$ cat src/rtl/wrr_pkg.sv
// wrr_pkg: shared widths, types and the priority-to-weight mapping for the WRR priority table.
package wrr_pkg;
  localparam int PRIORITY_W = 4;
  localparam int CREDIT_W = PRIORITY_W + 1;
  typedef logic [PRIORITY_W-1:0] prio_t;
  typedef logic [CREDIT_W-1:0] credit_t;
  function automatic credit_t weight_of(prio_t p);
    return credit_t'(p) + credit_t'(1);
  endfunction
endpackage

$ cat src/rtl/wrr_credit_cell.sv
// wrr_credit_cell: one requester's priority entry and credit counter.
module wrr_credit_cell
  import wrr_pkg::*;
(
  input  logic  clk,
  input  logic  rst,
  input  logic  upt,
  input  prio_t prio,
  input  logic  gnt,
  input  logic  reload,
  output prio_t prio_q,
  output logic  credit_ok
);
  credit_t credit, post_gnt, w;
  prio_t np;
  always_comb begin
    np = upt ? prio : prio_q;
    w = weight_of(np);
    post_gnt = (gnt && credit != '0) ? credit - credit_t'(1) : credit;
  end
  // A same-cycle update clamps the credit so a lowered weight bites immediately.
  always_ff @(posedge clk or negedge rst)
    if (!rst) begin
      prio_q <= '0;
      credit <= credit_t'(1);
    end else begin
      if (upt) prio_q <= prio;
      credit <= reload ? (gnt ? credit_t'(np) : w) : (upt && w < post_gnt) ? w : post_gnt;
    end
  assign credit_ok = credit != '0;
endmodule

$ cat src/rtl/wrr_prio_table.sv
// wrr_prio_table: per-requester priority table and credit counters feeding the WRR arbiter.
module wrr_prio_table
  import wrr_pkg::*;
#(
  parameter int N = 32,
  parameter int ID_BITS = (N > 1) ? $clog2(N) : 1
) (
  input  logic               clk,
  input  logic               rst,
  input  prio_t              prio,
  input  logic [ID_BITS-1:0] prio_id,
  input  logic               prio_upt,
  input  logic [N-1:0]       req,
  input  logic               gnt_vld,
  input  logic [ID_BITS-1:0] gnt_id,
  output logic [N-1:0]       credit_ok,
  output logic               reload,
  output logic               upt_drop,
  input  logic [ID_BITS-1:0] rd_id,
  output prio_t              rd_prio
);
  localparam logic [ID_BITS:0] LIM = (ID_BITS + 1)'(N);
  logic upt_ok, gnt_ok, rd_ok, reload_c;
  prio_t prio_tbl [N];
  assign upt_ok = prio_upt && ({1'b0, prio_id} < LIM);
  assign gnt_ok = gnt_vld && ({1'b0, gnt_id} < LIM);
  assign rd_ok = {1'b0, rd_id} < LIM;
  // Reload once every active requester has run out of credit.
  assign reload_c = |req && ~|(req & credit_ok);
  assign rd_prio = rd_ok ? prio_tbl[rd_id] : '0;
  for (genvar i = 0; i < N; i++) begin : g_cell
    wrr_credit_cell u_cell (
      .clk      (clk),
      .rst      (rst),
      .upt      (upt_ok && prio_id == ID_BITS'(i)),
      .prio     (prio),
      .gnt      (gnt_ok && gnt_id == ID_BITS'(i)),
      .reload   (reload_c),
      .prio_q   (prio_tbl[i]),
      .credit_ok(credit_ok[i])
    );
  end
  always_ff @(posedge clk or negedge rst)
    if (!rst) begin
      reload <= 1'b0;
      upt_drop <= 1'b0;
    end else begin
      reload <= reload_c;
      upt_drop <= prio_upt && !upt_ok;
    end
endmodule
$ cat config.mk
export PLATFORM = sky130hd
export DESIGN_NAME = wrr_prio_table
export DESIGN_NICKNAME = d
export VERILOG_FILES = /design/src/rtl/wrr_pkg.sv /design/src/rtl/wrr_credit_cell.sv /design/src/rtl/wrr_prio_table.sv
export SDC_FILE = /design/constraint.sdc
export NUM_CORES = 1
export LEC_CHECK = 0
export ABC_AREA = 1
export CAP_MARGIN = 40
export CORE_ASPECT_RATIO = 2
export CORE_MARGIN = 3
export CORE_UTILIZATION = 59
export CTS_BUF_LIST = sky130_fd_sc_hd__clkbuf_4
export CTS_CLUSTER_DIAMETER = 40
export DETAILED_ROUTE_END_ITERATION = 12
export PLACE_DENSITY = 0.8
export SLEW_MARGIN = 20
export SYNTH_ARGS = -nofsm -noshare
export SYNTH_HDL_FRONTEND = slang
export SYNTH_SLANG_ARGS = --single-unit
$ cat constraint.sdc
create_clock -name clk -period 2.3 [get_ports clk]
set_input_delay 0.345 -clock clk [delete_from_list [all_inputs] [get_ports clk]]
set_output_delay 0.345 -clock clk [all_outputs]
set_load 0.02 [all_outputs]
==> results of run 1 <==
-- timing repair --
item                                    in CTS
endpoints found under the setup margin     197
gates resized for setup                    808
setup buffers                              136
cloned                                      16
pin swaps                                  311
hold endpoints to repair                   267
hold buffers                                 7
-- cell families after synthesis --
logic type / share of synthesized area
simple gates: 0.4465
flops: 0.2740
buf+inv: 0.08727
fa+ha+maj: 0.09052
other cells: 0.0001413
xor+xnor: 0.03069
compound gates: 0.07086
-- metrics by stage --
| stage | instances | setup WS, ns | area [sq um] | hold slack [ns] |
|---|---|---|---|---|
| CTS | 5925 | -0.2570 | 41280 | 0.004307 |
| detailed placement | 5633 | -1.254 | 36410 | 0.2726 |
| global placement | 5633 | -1.147 | 36410 | 0.2709 |
| floorplan | 4177 | -0.3004 | 28030 | 0.04941 |
-- synthesized netlist by cell type (all sizes together), types with 2 or more instances --
cell type | instances | area, sq um
nand2 | 1707 | 6655
nand3 | 501 | 2522
inv | 415 | 1558
nor2 | 328 | 1526
dfrtp | 257 | 6431
ha | 192 | 2402
o21ai | 187 | 947.2
a21oi | 96 | 480.5
buf | 86 | 596.8
xor2 | 82 | 718.2
nor3 | 57 | 290.3
nand3b | 42 | 315.3
nand4 | 42 | 262.8
clkbuf | 41 | 153.9
dfstp | 32 | 840.8
o221ai | 24 | 210.2
or2 | 23 | 143.9
and2 | 13 | 81.33
o21bai | 12 | 90.09
xnor2 | 11 | 96.34
o22ai | 7 | 43.79
a21boi | 6 | 45.04
o211ai | 3 | 22.52
a31oi | 2 | 12.51
clkinv | 2 | 7.510
nor3b | 2 | 25.02
nor4 | 2 | 18.77
o211a | 2 | 20.02
-- layer usage --
layer,overflow,global-route usage
met4,42,0.7845
met2,26,0.9201
met3,1,0.5119
met1,0,0.6720
met5,0,0.1656
==> metrics.txt, run 1 <==
largest net degree at the start of global routing 65; I/O Buffers 91; initial core utilization 0.5988; CTS Root Cell clkbuf_4; Rows 109; GRT Util Overall 0.7129; vias in the first global route 45994; CTS H-Tree Depth 3; #FFs+latches synth 289; async set-reset flop share out of synthesis 1.000; Fail Step 5_1_grt; I/O Pins 93; status stopped before the end; YS warnings 0; Yosys cell types 48; cells after synthesis 4177; GPL Wtd Cong 1.070; first-pass GRT wire length 264300 um; CTS Sinks 289; CTS buffer count 77; total grt overflow 69; Post-DP HPWL 82100 um; syn_area_per_cell 6.354 sq um; Error [ERROR GRT-0116] Global routing finished with congestion. Check the congestion regions in the DRC Viewer.; Post-Syn Nets 4424; ys flop type dfrtp_1; EDFF count, synth 0; Die Y 305.9 um; sequential-to-total area share from yosys stat 0.2740; Die X 156.0 um; clock buffer depth 3; Syn Std Cell Area 0.02654 sq mm
==> run 2: changes to the inputs <==
- CORE_ASPECT_RATIO: 2 -> default
- CORE_UTILIZATION: 59 -> 40
- CTS_BUF_LIST: sky130_fd_sc_hd__clkbuf_4 -> default
- CTS_CLUSTER_DIAMETER: 40 -> default
- PLACE_DENSITY: 0.8 -> default
- PLACE_DENSITY_LB_ADDON: default -> 0.15
- clock period: 2.3 -> 3 ns (I/O delays scaled with it)
==> metrics.txt, run 2 <==
max reg flops 160; Critical Path Max Stage Delay 0.36 ns; Lkg Pwr 19.67 nW; R2R Setup Slk 0.30 ns; CTS tree done; CTS Sinks 289 (unchanged); Yosys cell types 48 (unchanged); Slowest-stage cell, CP dlygate4sd2_1; #FFs+latches synth 289 (unchanged); I/O Buffers 91 (unchanged); CP Launch Type input pin; cells after synthesis 4177 (unchanged); top cells by area, synth dfrtp_1, nand2_1, nand3_1, ha_1, inv_1; clock latency on the worst-skew pair 0.58 ns; RR Endpoint g_cell[21].u_cell.credit[3]$_DFF_PN0_; sequential-to-total area share from yosys stat 0.2740 (unchanged); Max-Cap Viols 0; Slew HR 0.5868; initial antenna violation count 2; Power Dens Cells 643.5 mW/mm^2; adder-cell share of the synthesized area 0.09052 (unchanged); Synth Area in Compound Gates 0.07086 (unchanged); post-route cell area 0.03607 sq mm; share of layout cells above drive strength 1 0.2289; Final Core Density 0.5545; clock buffer depth 3 (unchanged); synth cell count leaders nand2_1, nand3_1, inv_1; iteration count of the initial detailed-routing pass 5; via count 29576; Biggest register g_cell.u_cell.credit; GPL Wtd Cong 0.9395 (-12%); Die ar. 0.06947 sq mm; via density per instance 5.009; clk_skew 0.03133 ns; Tmin final 2.931 ns; maximum VDD drop 398.9 uV; post-synthesis mux area share 0 (unchanged); Die X 263.6 um (+69%); Detail Route Antenna Nets 0; multi-input logic area 0.01715 sq mm; Seq. cell area 0.007272 sq mm; initial core utilization 0.4080 (-0.1908); core region area 0.06505 sq mm; Placement Cell Area 0.03414 sq mm (-6.2%); hold depth 4; largest net degree at the start of global routing 64; worst min path class input pin to flop; ys flop type dfrtp_1; Final Hold Fails 0; WL/cell 15.71 um; Antenna diodes 0; most frequent cell after synthesis nand2_1; initial DRC count 2076; Post-Synth Simple-Gate Area 0.4465 (unchanged); first-pass GRT wire length 147500 um; Die Y 263.6 um (-14%); Synth area leader dfrtp_1; top-area cell type share of the netlist area 0.2423 (unchanged); Residual DRC 0; largest registers g_cell.u_cell.credit x160, g_cell.u_cell.prio_q x128, reload x1; I/O Pins 93 (unchanged); YS warnings 0 (unchanged); setup TNS 0 ns; syn_area_per_cell 6.354 sq um (unchanged); placed cell count 5795 (+2.9%); CP cell instances dlygate4sd2_1, buf_4, buf_4, o21ai_0, o221ai_1, buf_4, nand3_1, nand2_1, nand2_1, nand2_1, dlygate4sd2_1; fill count 6433; area share of xor/xnor cells in the synthesized design 0.03069 (unchanged); fin cells 5905; worst hold start prio[0]; final worst setup slack 0.06907 ns; CTS buffer count 41 (-47%); dpl ws -0.7253 ns (+0.5292 ns); commonest non-fill, non-tap cell in the layout nand2_1; EDFF count, synth 0 (unchanged); Synth-to-Final Area Change 35.92%; CTS clock-pin slew for the worst setup and hold paths 0.06 ns; status finished, final reports clean; final-report max-slew violation count 0; worst r2r path cells 17; largest family of logic cells by synthesized area simple AND/OR/NAND/NOR gates; CTS Root Cell clkbuf_16; Worst Hold End g_cell[10].u_cell.prio_q[0]$_DFF_PN0_; WS Path Type input pin to output port; total grt overflow 0; async set-reset flop share out of synthesis 1.000 (unchanged); CP Capture Type output port; commonest non-fill, non-tap cells in the layout nand2_1, buf_4, nand3_1; unrepaired setup endpoints after global routing true; CP max FO 12; Post-Syn Nets 4424 (unchanged); fin crit share 0.9770; crit path DAT 2.48 ns; Hold Slack 0.4198 ns; nets@finish 5264; Worst-Margin Slew 0.6197 ns; Syn Std Cell Area 0.02654 sq mm (unchanged); Req. time, crit path 2.55 ns; CTS H-Tree Depth 2 (-1); FMAX 341.2 MHz; final setup fails 0; Final Power 23.21 mW; R2R Path Start g_cell[21].u_cell.credit[0]$_DFF_PN1_; final wirelength 92740 um; Rows 93 (-15%); GRT Util Overall 0.2623; vias in the first global route 27804; Post-DP HPWL 73030 um (-11%)
run 2: cell counts after synthesis:
Identical to the previous run, type by type.
run 2: worst max path at each step:
stage                          start                                    end  cells after the start
after floorplan             prio_upt  g_cell[17].u_cell.credit[3]$_DFF_PN0_                     19
after global placement      prio_upt  g_cell[16].u_cell.credit[3]$_DFF_PN0_                     18
after detailed placement    prio_upt  g_cell[16].u_cell.credit[3]$_DFF_PN0_                     19
after CTS                 prio_id[1]  g_cell[15].u_cell.credit[2]$_DFF_PN0_                     20
after global routing      prio_id[2]  g_cell[16].u_cell.credit[3]$_DFF_PN0_                     20
final                       rd_id[1]                             rd_prio[0]                     11
run 2: cell type report:
cell class | instances | area share
well taps | 855 | 0.02966
multi-input cells | 3344 | 0.4754
inverters | 417 | 0.04374
flip-flops and latches | 289 | 0.2016
clock buffers | 69 | 0.03587
clock inverters | 7 | 0.003157
repair buffers | 924 | 0.2106
run 2: kinds of logic after synthesis:
| kind of cell | count (synthesis) |
|---|---|
| DFF | 289 |
| xor gates and xnor gates | 93 |
| other | 1 |
| AOI/OAI and AO/OA | 340 |
| and+or+nand+nor | 2718 |
| adders and majority gates | 192 |
| buffers and inverters | 544 |
run 2: repair_timing:
item,in CTS,in global routing
gates resized for setup,36,65
cloned,1,0
endpoints found under the setup margin,92,165
endpoints found under the hold margin,53,0
hold buffers,1,0
setup buffers,18,14
pin swaps,13,20
run 2: critical path: cells and delay by family:
| family | cells | cell delay [ns] |
|---|---|---|
| AO/OA/AOI/OAI | 2 | 0.38 |
| AND/OR/NAND/NOR | 4 | 0.33 |
| buffers and inverters | 5 | 1.32 |
run 2: metal layers:
metal	vias to the layer above	GRT usage	wire, um
met3	142	0.03327	5487
met2	756	0.4240	41700
met5	-	0	26
li1	15115	-	-
met4	4	0.08121	2752
met1	13559	0.3649	42770
run 2: where the power goes:
part           switching [mW]  internal, mW  leakage (nW)
registers               0.896          5.16          3.67
logic                    6.76          5.27          15.3
clock network            1.94          3.18         0.691
Power figures use the tool's default switching activity.
